==> config.mk <==
export PLATFORM = sky130hd
export DESIGN_NAME = fifo_rd_stream
export DESIGN_NICKNAME = d
export VERILOG_FILES = /design/src/rtl/fifo_rd_stream.sv
export SDC_FILE = /design/constraint.sdc
export NUM_CORES = 1
export LEC_CHECK = 0
export CORE_ASPECT_RATIO = 0.5
export CORE_UTILIZATION = 44
export DETAILED_ROUTE_END_ITERATION = 10
export GPL_ROUTABILITY_DRIVEN = 1
export PLACE_DENSITY_LB_ADDON = 0.1
export SLEW_MARGIN = 0
export SYNTH_ARGS = -nofsm -noshare
export SYNTH_HDL_FRONTEND = slang
export SYNTH_SLANG_ARGS = --single-unit
==> constraint.sdc <==
create_clock -name clk -period 1.63 [get_ports clk]
set_input_delay 0.326 -clock clk [delete_from_list [all_inputs] [get_ports clk]]
set_output_delay 0.326 -clock clk [all_outputs]
set_load 0.02 [all_outputs]
==> src/rtl/fifo_rd_stream.sv <==
// FIFO read-port consumer: issues reads when space allows, re-times the read data into a
// 2-entry buffer and presents it as a valid/ready stream. Define FIFO_RD_CNT_EN for word_cnt.
module fifo_rd_stream #(
   parameter int DATA_W = 16
`ifdef FIFO_RD_CNT_EN
  ,parameter int CNT_W  = 32
`endif
) (
   input  logic              clk,
   input  logic              rst_n,
   input  logic              flush,
   input  logic              fifo_empty,
   input  logic [DATA_W-1:0] fifo_dout,
   output logic              fifo_ren,
   output logic [DATA_W-1:0] out_data,
   output logic              out_valid,
   input  logic              out_ready
`ifdef FIFO_RD_CNT_EN
  ,output logic [CNT_W-1:0]  word_cnt
`endif
);

   logic [1:0]        count_r;
   logic              inflight_r;
   logic              valid_r;
   logic [DATA_W-1:0] head_r;
   logic [DATA_W-1:0] tail_r;

   logic              pop_s;
   logic [1:0]        occ_s;
   logic [1:0]        count_next_s;
   logic [1:0]        slot_s;
   logic [DATA_W-1:0] head_next_s;
   logic [DATA_W-1:0] tail_next_s;

   // Pop, occupancy and the read-enable decision.
   always_comb begin
      pop_s        = valid_r & out_ready;
      occ_s        = count_r + {1'b0, inflight_r};
      count_next_s = occ_s - {1'b0, pop_s};
      fifo_ren     = rst_n & ~fifo_empty & ~flush & ((occ_s < 2'd2) | pop_s);
   end

   // Next buffer contents: shift on pop, then land the in-flight word after the tail.
   always_comb begin
      head_next_s = pop_s ? tail_r : head_r;
      tail_next_s = tail_r;
      slot_s      = count_r - {1'b0, pop_s};
      if (inflight_r) begin
         case (slot_s)
            2'd0:    head_next_s = fifo_dout;
            2'd1:    tail_next_s = fifo_dout;
            default: tail_next_s = tail_r;
         endcase
      end else begin
         tail_next_s = tail_r;
      end
   end

   // Buffer state; flush drops buffered words and the word arriving this cycle.
   always_ff @(posedge clk or negedge rst_n) begin
      if (!rst_n) begin
         count_r    <= 2'd0;
         inflight_r <= 1'b0;
         valid_r    <= 1'b0;
         head_r     <= {DATA_W{1'b0}};
         tail_r     <= {DATA_W{1'b0}};
      end else if (flush) begin
         count_r    <= 2'd0;
         inflight_r <= 1'b0;
         valid_r    <= 1'b0;
      end else begin
         count_r    <= count_next_s;
         inflight_r <= fifo_ren;
         valid_r    <= (count_next_s != 2'd0);
         head_r     <= head_next_s;
         tail_r     <= tail_next_s;
      end
   end

   assign out_data  = head_r;
   assign out_valid = valid_r;

`ifdef FIFO_RD_CNT_EN
   logic [CNT_W-1:0] word_cnt_r;

   // Delivered-word counter; survives flush, wraps naturally.
   always_ff @(posedge clk or negedge rst_n) begin
      if (!rst_n) begin
         word_cnt_r <= {CNT_W{1'b0}};
      end else if (pop_s) begin
         word_cnt_r <= word_cnt_r + {{(CNT_W-1){1'b0}}, 1'b1};
      end
   end

   assign word_cnt = word_cnt_r;
`endif

endmodule

# Word level (Yosys, flattened, before mapping)
# Index checks and enable logic that the tools add are counted.
[classes]
bitwise_logic = 7
n_eq_ne = 1
muxes = 6
magnitude_cmp = 1
add_sub_neg = 3
n_reduce_logical = 3
[ops]
columns = ["op", "count"]
rows = [
  ["$mux W16", 3],
  ["$and A1 B1 Y1", 4],
  ["$sub A2 B1 Y2", 2],
  ["$reduce_and A3 Y1", 1],
  ["$add A2 B1 Y2", 1],
  ["$eq A2 B1 Y1 const B", 1],
  ["$logic_not A2 Y1", 1],
  ["$lt A2 B2 Y1 const B", 1],
  ["$mux W1", 2],
  ["$mux W2", 1],
  ["$not A1 Y1", 2],
  ["$reduce_bool A2 Y1", 1],
  ["$or A1 B1 Y1", 1],
]
[totals]
inputBits = 21
register_bits = 36

# Longest topological paths before layout
# Gate-level depths: netlist of run 1.
[depth]
word_depth = 5
depth_mapped = 6
depth_no_buf = 4

# Worst setup path before layout of run 1
# Ideal clock, no wire load.
[synth_path]
kind = "register to output"
start = "register count_r[0]"
end = "output fifo_ren"
setup_slack_ps = -382
stages_incl_launch_ff = 5
t_arrival_ps = 1686
cell_sequence = "dfrtp_1 -> ha_1 -> xnor2_1 -> a21oi_1 -> nor4b_1"
[synth_between]
elab_chain_cells = 4
[synth_rtl]
columns = ["item", "line", "text"]
rows = [
  ["from (decl)", "23", "logic [1:0] count_r;"],
  ["from (signal assigned)", "73", "count_r <= count_next_s;"],
  ["$add A2 B1 Y2", "39", "occ_s = count_r + {1'b0, inflight_r};"],
  ["$lt A2 B2 Y1", "41", "fifo_ren = rst_n & ~fifo_empty & ~flush & ((occ_s < 2'd2) | pop_s);"],
  ["$or A1 B1 Y1", "41", ""],
  ["$and A1 B1 Y1", "41", ""],
  ["to (decl)", "14", "output logic fifo_ren,"],
]
# No other way between the ends.

# Worst setup path in the final report of run 1
[layout_path]
start = "register inflight_r"
end = "output fifo_ren"
[layout_between]
elab_chain_cells = 4
[layout_rtl]
columns = ["item", "line", "text"]
rows = [
  ["from (decl)", "24", "logic inflight_r;"],
  ["from (signal assigned)", "74", "inflight_r <= fifo_ren;"],
  ["$add A2 B1 Y2", "39", ""],
  ["$lt A2 B2 Y1", "41", ""],
  ["$or A1 B1 Y1", "41", ""],
  ["$and A1 B1 Y1", "41", ""],
]
# No other way between the ends.

==> summary.md, run 1 <==
| Metric | Value |
|---|---|
| Status | complete, but fails checks |
| Failing checks | negative setup slack |
| Final min period | approximately 1.8 ns |
| Final setup margin | -0.186 ns |
| Starting Density | 0.461 |
| Netlist cell types | 23 |
| Vias per cell | slightly above 5 |
| Dpl hpwl | 2.19 mm |
| Placed Instances | between 200 and 250 |
| Final GP Congestion | 0.693 |
| Final #Nets | 194 |
| Syn_nets | between 100 and 150 |
| Ant diodes | 0 |
| Overall Global Routing Usage | 0.190 |
| Drt first pass iters | 4 |
| Avg Cell Area, Syn | between 10 and 15 um^2 |
| Pre-CTS setup slack | -0.671 ns |
| Reg2Reg Setup Slack | -0.16 ns |
| Most common cell after layout, fill and taps aside | dfrtp_1 |
| Slew HR | 0.693 |
| Max-Cap Viols | 0 |
| Period utilization | 1.11 |
| Hold Buf Count CTS | 0 |
| Worst vdd ir | 0.674 mV |
| Post-Route WL | about 3.3 mm |
| WS Path Type | reg -> out |
| Longest Clk Path Bufs | 2 |
| CTS tree | done |
| Leak Pwr | 1.10 nW |
| Achievable frequency | 0.551 GHz |
| CP startpoint kind | flop |
| Die Height | 44.5 um |
| Cell Count, Final, Fillers Out | 224 |
| Share of layout cells above drive strength 1 | 0.335 |
| WP data required | 1.30 ns |
| Synth Warn # | 0 |
| Syn Inst Count | 113 |
| Commonest cells after routing, fill and taps aside | dfrtp_1 (35), clkdlybuf4s50_1 (31), and2_1 (16), a221o_1 (16), buf_4 (16) |
| Seq/Total Area, Yosys | 0.566 |
| Drc violations | 0 |
| Max FO, Critical Path | 2 |
| H-tree depth | 2 |
| Largest net degree at the start of global routing | 38 |
| Die width | approximately 87 um |
| Fin. max-slew vios | 0 |
| DRT antenna net count | 0 |
| Final setup vio count | 17 |
| Worst EP arrival | 1.49 ns |
| Syn-to-layout area delta | 48.2% |
| WL/cell | 14.8 um |
| Slew @ Worst Pin | ~0.46 ns |
| Worst-Skew Late Latency | 0.29 ns |
| Min-delay worst type | in -> async |
| CTS sink cnt | 36 |
| First-pass GRT wire length | 5.25 mm |
| Unrepaired setup endpoints after global routing | true |
| Skew final | 0.00274 ns |
| Syn Std Cell Area | roughly 1600 um^2 |
| Synth Register Bits | 36 |
| Inserted Clock Buffers | 5 |
| Rows | 15 |
| P per Cell Area | between 1000 and 1500 nW/um^2 |
| Total grt overflow | 0 |
| CORE AREA | 3450 um^2 |
| Reg2reg start | count_r[0] |
| Initial antenna violation count | 0 |
| Drt first-iter violations | 44 |
| R2r worst-path depth | 5 |
| CP Capture Type | primary output |
| Root buffer cell | clkbuf_8 |
| Endpoints failing hold | 0 |
| I/O Buffers | 38 |
| Via Count | 1,131 |
| Vias in the first global route | 1,087 |
| Reg-to-Reg End | tail_r[5] |
| Clock Pin Slew Worst Setup and Hold Paths | 0.07 ns |
| IO Pins | 39 |
| DIE AREA | approximately 3900 um^2 |
==> cells in the mapped netlist <==
| cell | count | area [um^2] |
|---|---|---|
| dfrtp_1 | 36 | 901 |
| a221o_1 | 16 | 160 |
| and2_1 | 16 | 100 |
| mux2_4 | 10 | 150 |
| mux2_2 | 6 | 67.6 |
| clkbuf_1 | 3 | 11.3 |
| nand2b_1 | 3 | 18.8 |
| nor2_1 | 3 | 11.3 |
| a21oi_1 | 2 | 10.0 |
| buf_2 | 2 | 10.0 |
| nor4b_1 | 2 | 17.5 |
| xnor2_1 | 2 | 17.5 |
| xor2_1 | 2 | 17.5 |
| a21oi_4 | 1 | 16.3 |
| a311oi_1 | 1 | 8.76 |
| buf_12 | 1 | 20.0 |
| ha_1 | 1 | 12.5 |
| inv_2 | 1 | 3.75 |
| nand2_2 | 1 | 6.26 |
| nand3_1 | 1 | 5.00 |
| nor3_2 | 1 | 10.0 |
| o21ai_0 | 1 | 5.00 |
| or3_4 | 1 | 11.3 |
==> worst max-delay path, stage by stage, from the launching register on <==
cell	delay (ns)
dfrtp_1	0.39
ha_2	0.20
xnor2_2	0.16
a21oi_2	0.07
nor4b_4	0.20
buf_4	0.17
==> where the power goes <==
group          internal, mW  switching, mW
registers              1.23          0.179
clock network         0.454          0.321
logic                 0.761          0.531
==> cell families after synthesis <==
logic type / count (synthesis) / synth area share
AO/OA/AOI/OAI: 21 / 0.126
flip-flops: 36 / 0.566
XOR/XNOR: 4 / 0.0220
adder cells (fa/ha/maj): 1 / 0.00786
buffers and inverters: 7 / 0.0283
AND/OR/NAND/NOR: 28 / 0.113
multiplexers: 16 / 0.137
==> metrics by stage <==
step / TNS [ns] / cell area [um^2] / power (mW) / hold WS, ns / utilization
after global placement: -17.00 / 2130 / 2.63 / 0.464 / 0.618
after CTS: -2.96 / 2330 / 3.49 / 0.144 / 0.674
after detailed placement: -17.98 / 2130 / 2.67 / 0.459 / 0.618
after floorplan: -0.636 / 1610 / 2.10 / 0.0304 / -
after global routing: -3.41 / 2360 / 3.66 / 0.183 / 0.683
final: -2.57 / 2360 / 3.48 / 0.145 / 0.683
==> area by class of cell <==
type                            count  area, um^2
Clock buffer                        6        72.6
Clock inverter                      2        35.0
Tap cell                           51        63.8
Fill cell                         271        1090
Sequential cell                    36         902
Inverter                            1        3.75
Timing Repair Buffer               58         578
Multi-Input combinational cell     70         703
==> sequential cells by signal (all words and copies together), names as in the netlist <==
name        flops
count_r         2
inflight_r      1
out_data       16
out_valid       1
tail_r         16
==> worst max-delay path by stage <==
stage	to	start	slack, ns	cells past startpoint
detailed placement	out_data[6]	out_ready	-0.67	5
global route	fifo_ren	inflight_r	-0.24	5
finish	fifo_ren	inflight_r	-0.19	5
floorplan	tail_r[10]	out_valid	-0.06	5
global placement	out_data[8]	out_ready	-0.61	5
CTS	fifo_ren	inflight_r	-0.23	5
==> per-layer routing <==
metal / vias up / wire (um) / global-route usage
met4: 0 / 36 / 0.0600
li1: 534 / - / -
met5: - / 0 / 0
met1: 564 / 1660 / 0.264
met2: 28 / 1450 / 0.276
met3: 5 / 161 / 0.0728
==> timing repair <==
| item | CTS | global route |
|---|---|---|
| endpoints found under the hold margin | 0 | 0 |
| buffers inserted | 4 | 1 |
| resized for setup | 13 | 8 |
| gates cloned | 1 | 0 |
| pin swaps | 3 | 1 |
| setup endpoints to repair | 34 | 36 |
No activity file was read; power rests on OpenSTA's default activity.
==> run 2: changes to the inputs <==
Settings changed: SKIP_LAST_GASP set to 1.
==> summary.md, run 2 (synthesis results as in run 1) <==
| Metric | Value |
|---|---|
| Status | complete, but fails checks |
| Failing checks | negative setup slack |
| Met1 usage | 0.264 (unchanged) |
| Worst EP arrival | 1.49 ns (about the same) |
| Drt first pass iters | 3 (-1) |
| Most common cell after layout, fill and taps aside | dfrtp_1 |
| Filler cells | 268 (-1.1%) |
| Placed cell area | 2130 um^2 (unchanged) |
| CTS sink cnt | 36 (unchanged) |
| Via Count | 1,110 (-1.9%) |
| Grt met3 use | 0.0728 (unchanged) |
| Unrepaired setup endpoints after global routing | true |
| IO Pins | 39 (unchanged) |
| Psw | 1.03 mW (-0.46%) |
| Period utilization | 1.11 (about the same) |
| Starting Density | 0.461 (unchanged) |
| Leak Pwr | 1.09 nW (about the same) |
| Drc violations | 0 (unchanged) |
| Worst-Skew Late Latency | 0.29 ns (about the same) |
| Die width | 87.1 um (unchanged) |
| Syn-to-layout area delta | 48.1% (about the same) |
| Initial antenna violation count | 0 (unchanged) |
| Switching Fraction | 0.296 (-0.000893) |
| Cell Count, Final, Fillers Out | 224 (unchanged) |
| Post-Route WL | 3.35 mm (+1.2%) |
| Final min period | 1.81 ns (-0.00124 ns) |
| Share of layout cells above drive strength 1 | 0.329 (-0.00578) |
| Max FO, Critical Path | 2 (unchanged) |
| WL/cell | 15.0 um (+1.2%) |
| Commonest cells after routing, fill and taps aside | dfrtp_1 (35), clkdlybuf4s50_1 (31), and2_1 (16), a221o_1 (16), buf_4 (16) |
| Largest net degree at the start of global routing | 38 (unchanged) |
| Hold Buf Count CTS | 0 (unchanged) |
| Combinational share of power | 0.372 (about the same) |
| Root buffer cell | clkbuf_8 |
| P per Cell Area | 1470 nW/um^2 (-0.11%) |
| CTS tree | done |
| Overall Global Routing Usage | 0.190 (unchanged) |
| CP startpoint kind | flop |
| Clock Pin Slew Worst Setup and Hold Paths | 0.07 ns (about the same) |
| Final Cell Area | 2360 um^2 (about the same) |
| Worst vdd ir | 0.679 mV (+0.76%) |
| FF/Latch Area | 902 um^2 (unchanged) |
| WS Path Type | reg -> out |
| Max-Cap Viols | 0 (unchanged) |
| Reg-to-Reg End | tail_r[0] |
| DRT antenna net count | 0 (unchanged) |
| Reg2Reg Setup Slack | -0.18 ns (-0.02 ns) |
| Final hold slack | 0.140 ns (-0.00528 ns) |
| Endpoints failing hold | 0 (unchanged) |
| Worst Setup EP | fifo_ren |
| Reg2reg start | count_r[0] |
| Slew HR | 0.688 (-0.00461) |
| Rows | 15 (unchanged) |
| CORE AREA | 3450 um^2 (unchanged) |
| Slew @ Worst Pin | 0.468 ns (+0.00692 ns) |
| Die Height | 44.5 um (unchanged) |
| Skew final | 0.00483 ns (+0.00209 ns) |
| Final GP Congestion | 0.693 (unchanged) |
| Footprint of the multi-input gates | 699 um^2 (-0.53%) |
| Sequential Power Share | 0.406 (about the same) |
| Pint | 2.44 mW (about the same) |
| WP data required | 1.30 ns (about the same) |
| Min-delay worst type | in -> async |
| Achievable frequency | 0.551 GHz (about the same) |
| Vias in the first global route | 1,087 (unchanged) |
| GRT busiest layer | met2 |
| Final setup margin | -0.184 ns (+0.00124 ns) |
| CP Capture Type | primary output |
| Vias per cell | 4.96 (-1.9%) |
| First-pass GRT wire length | 5.25 mm (unchanged) |
| Clock share of power | 0.222 (about the same) |
| Drt first-iter violations | 53 (+20%) |
| Fin. max-slew vios | 0 (unchanged) |
| Crit path launch | inflight_r |
| H-tree depth | 2 (unchanged) |
| GR Util met2 | 0.276 (unchanged) |
| Placed Instances | 210 (unchanged) |
| Ant diodes | 0 (unchanged) |
| R2r worst-path depth | 5 (unchanged) |
| Final setup vio count | 17 (unchanged) |
| DIE AREA | 3880 um^2 (unchanged) |
| Total grt overflow | 0 (unchanged) |
| Longest Clk Path Bufs | 2 (unchanged) |
| Pwr Total | 3.47 mW (-0.16%) |
| Final #Nets | 194 (unchanged) |
| Dpl hpwl | 2.19 mm (unchanged) |
| Inserted Clock Buffers | 5 (unchanged) |
| I/O Buffers | 38 (unchanged) |
-- run 2: cell count changes in the layout (fill, tap and decap cells not counted) --
cell,change
o21ai_1,+1
buf_16,+1
clkbuf_16,-1
o21ai_2,-1
-- run 2: final cells by class --
type	instances	area share
flip-flops and latches	36	0.383
multi-input cells	70	0.297
clock buffers	6	0.0308
repair buffers	58	0.246
well taps	51	0.0271
clock inverters	2	0.0149
inverters	1	0.00159
-- run 2: stage by stage --
stage	TNS [ns]	utilization	setup WS, ns
2_1_floorplan	-0.636	-	-0.0611
5_1_grt	-3.64	0.683	-0.244
3_3_place_gp	-17.00	0.618	-0.605
4_1_cts	-2.96	0.674	-0.230
3_5_place_dp	-17.98	0.618	-0.671
6_report	-2.83	0.683	-0.184
-- run 2: routing by layer --
layer | wire length (um) | vias up
met3 | 161 | 5
met5 | 0 | -
met1 | 1680 | 545
li1 | - | 533
met4 | 36 | 0
met2 | 1470 | 27
-- run 2: what timing repair did --
item | 4_1_cts | 5_1_grt
endpoints found under the setup margin | 34 | 36
setup buffers | 4 | 1
pin swaps | 3 | 1
gates cloned | 1 | 0
resized for setup | 13 | 6
-- run 2: worst min path at each step --
| stage | from | to | slack, ns | cells after the start |
|---|---|---|---|---|
| after floorplan | rst_n | count_r[0] | 0.03 | 0 |
| after global placement | rst_n | out_data[11] | 0.46 | 2 |
| after detailed placement | rst_n | out_data[11] | 0.46 | 2 |
| after CTS | rst_n | out_data[10] | 0.14 | 2 |
| after global routing | rst_n | out_data[10] | 0.18 | 2 |
| final | rst_n | out_data[10] | 0.14 | 2 |
-- run 2: worst max-delay path: stages, from the launching register on --
cell     delay (ns)
dfrtp_1        0.39
ha_2           0.20
xnor2_2        0.16
a21oi_2        0.07
nor4b_4        0.20
buf_4          0.17
-- run 2: power by group through the flow --
stage | sequential [mW] | combinational [mW] | clock, mW
floorplan | 1.59 | 0.501 | 0
global placement | 1.41 | 1.22 | 0
detailed placement | 1.42 | 1.25 | 0
CTS | 1.41 | 1.29 | 0.792
global route | 1.45 | 1.38 | 0.826
finish | 1.41 | 1.29 | 0.769
==> run 3: changes to the inputs <==
Clock period 1.63 ns to 1.62 ns, I/O delays scaled along.
==> summary.md, run 3 (synthesis results as in run 1) <==
| Metric | Value |
|---|---|
| Status | complete, but fails checks |
| Failing checks | negative setup slack |
| P per Cell Area | 1450 nW/um^2 (-1.8%) |
| Pwr Total | 3.36 mW (-3.0%) |
| Die width | 87.1 um (unchanged) |
| Final setup margin | -0.195 ns (-0.0100 ns) |
| Slew @ Worst Pin | 0.457 ns (-0.0109 ns) |
| Ant diodes | 0 (unchanged) |
| Overall Global Routing Usage | 0.185 (-0.00521) |
| CTS tree | done |
| Skew final | 0.0103 ns (+0.00549 ns) |
| Endpoints failing hold | 0 (unchanged) |
| CP peak stage delay | 0.39 ns (about the same) |
| Root buffer cell | clkbuf_8 |
| Drc violations | 0 (unchanged) |
| Share of layout cells above drive strength 1 | 0.324 (-0.00595) |
| Worst EP arrival | 1.98 ns (+0.49 ns) |
| CTS sink cnt | 36 (unchanged) |
| WL/cell | 14.8 um (-1.1%) |
| Drt first-iter violations | 31 (-42%) |
| I/O Buffers | 38 (unchanged) |
| Worst vdd ir | 0.659 mV (-2.9%) |
| Fin. max-slew vios | 0 (unchanged) |
| Drt first pass iters | 4 (+1) |
| Reg2Reg Setup Slack | -0.19 ns (about the same) |
| CP startpoint kind | flop |
| Final min period | approximately 1.8 ns |
| Final setup vio count | 17 (unchanged) |
| H-tree depth | 2 (unchanged) |
| Period utilization | 1.12 |
| Vias per cell | 5.07 (+2.4%) |
| Vias in the first global route | 1,069 (-1.7%) |
| Largest net degree at the start of global routing | 38 (unchanged) |
| Max-Cap Viols | 0 (unchanged) |
| Reg-to-Reg End | tail_r[4] |
| Critical-path cell list | buf_4 > or3_4 > a21oi_4 > buf_12 > mux2_2 |
| Dpl hpwl | 2.20 mm (+0.67%) |
| Commonest cells after routing, fill and taps aside | dfrtp_1 (35), clkdlybuf4s50_1 (30), and2_1 (16), a221o_1 (16), buf_4 (13) |
| Most common cell after layout, fill and taps aside | dfrtp_1 |
| Slew HR | 0.696 (+0.00724) |
| Min-delay worst type | in -> async |
| Syn-to-layout area delta | 46.2% |
| Post-Route WL | 3.27 mm (-2.4%) |
| Total grt overflow | 0 (unchanged) |
| Clock Pin Slew Worst Setup and Hold Paths | 0.07 ns (about the same) |
| Via Count | 1,121 (+0.99%) |
| Achievable frequency | 0.551 GHz |
| Placed cell area | 2130 um^2 (unchanged) |
| Starting Density | 0.461 (unchanged) |
| Crit path launch | count_r[0] |
| WP data required | 1.79 ns (+0.49 ns) |
| IO Pins | 39 (unchanged) |
| Die Height | 44.5 um (unchanged) |
| Delay-heaviest family, CP | flip-flops |
| Max FO, Critical Path | 8 (+6) |
| Final #Nets | 191 (-1.5%) |
| Setup TNS | -2.97 ns (-0.143 ns) |
| WS Path Type | reg -> reg |
| Rows | 15 (unchanged) |
| Longest Clk Path Bufs | 2 (unchanged) |
| Reg2reg start | count_r[0] |
| First-pass GRT wire length | 5.11 mm (-2.7%) |
| Unrepaired setup endpoints after global routing | true |
| Final hold slack | 0.133 ns (-0.00686 ns) |
| DIE AREA | 3880 um^2 (unchanged) |
| Hold Buf Count CTS | 0 (unchanged) |
| Worst path bufs/invs | 2 (+1) |
| Worst-Skew Late Latency | 0.29 ns (about the same) |
| Final Cell Area | 2330 um^2 (-1.3%) |
| R2r worst-path depth | 5 (unchanged) |
| DRT antenna net count | 0 (unchanged) |
| Inserted Clock Buffers | 5 (unchanged) |
| CP Capture Type | flop |
| CORE AREA | 3450 um^2 (unchanged) |
| Initial antenna violation count | 0 (unchanged) |
| Critical-path top delay cell | dfrtp_1 |
| Final GP Congestion | 0.693 (about the same) |
| Finished Core Util | 0.674 (-0.00870) |
| Leak Pwr | 1.09 nW (-0.90%) |
[run 3: power by group]
group	total (mW)	switching [mW]	leakage [nW]	internal [mW]
sequential	1.42	0.180	0.473	1.24
clock	0.666	0.320	0.0445	0.346
combinational	1.28	0.532	0.567	0.748
total	3.36	1.03	1.09	2.33
[run 3: layout make-up]
cell class,instances,area (um^2)
clock buffers,7,86.3
clock inverters,1,7.51
fillers,277,1130
inverters,1,3.75
multi-input cells,70,703
flip-flops and latches,36,902
well taps,51,63.8
repair buffers,55,561
[run 3: per-stage QoR]
stage	setup WS [ns]	std cells
2_1_floorplan	-0.0711	113
3_3_place_gp	-0.613	210
3_5_place_dp	-0.688	210
4_1_cts	-0.227	221
5_1_grt	-0.264	221
6_report	-0.195	221
[run 3: worst max-delay path by stage]
stage / to / cells past startpoint
2_1_floorplan: tail_r[10] / 5
3_3_place_gp: out_data[8] / 5
3_5_place_dp: out_data[6] / 5
4_1_cts: fifo_ren / 5
5_1_grt: fifo_ren / 5
6_report: tail_r[4] / 5
[run 3: layer usage]
metal | vias to the layer above | share of wire | global-route usage
li1 | 531 | - | -
met1 | 560 | 0.51 | 0.258
met2 | 28 | 0.44 | 0.271
met3 | 2 | 0.049 | 0.0653
met4 | 0 | 0.0058 | 0.0600
met5 | - | 0 | 0
[run 3: timing repair]
item                                    in CTS  in global routing
endpoints found under the setup margin      34                 37
buffers inserted                             2                  0
pin swaps                                    3                  2
resized for setup                           13                  8
gates cloned                                 1                  0
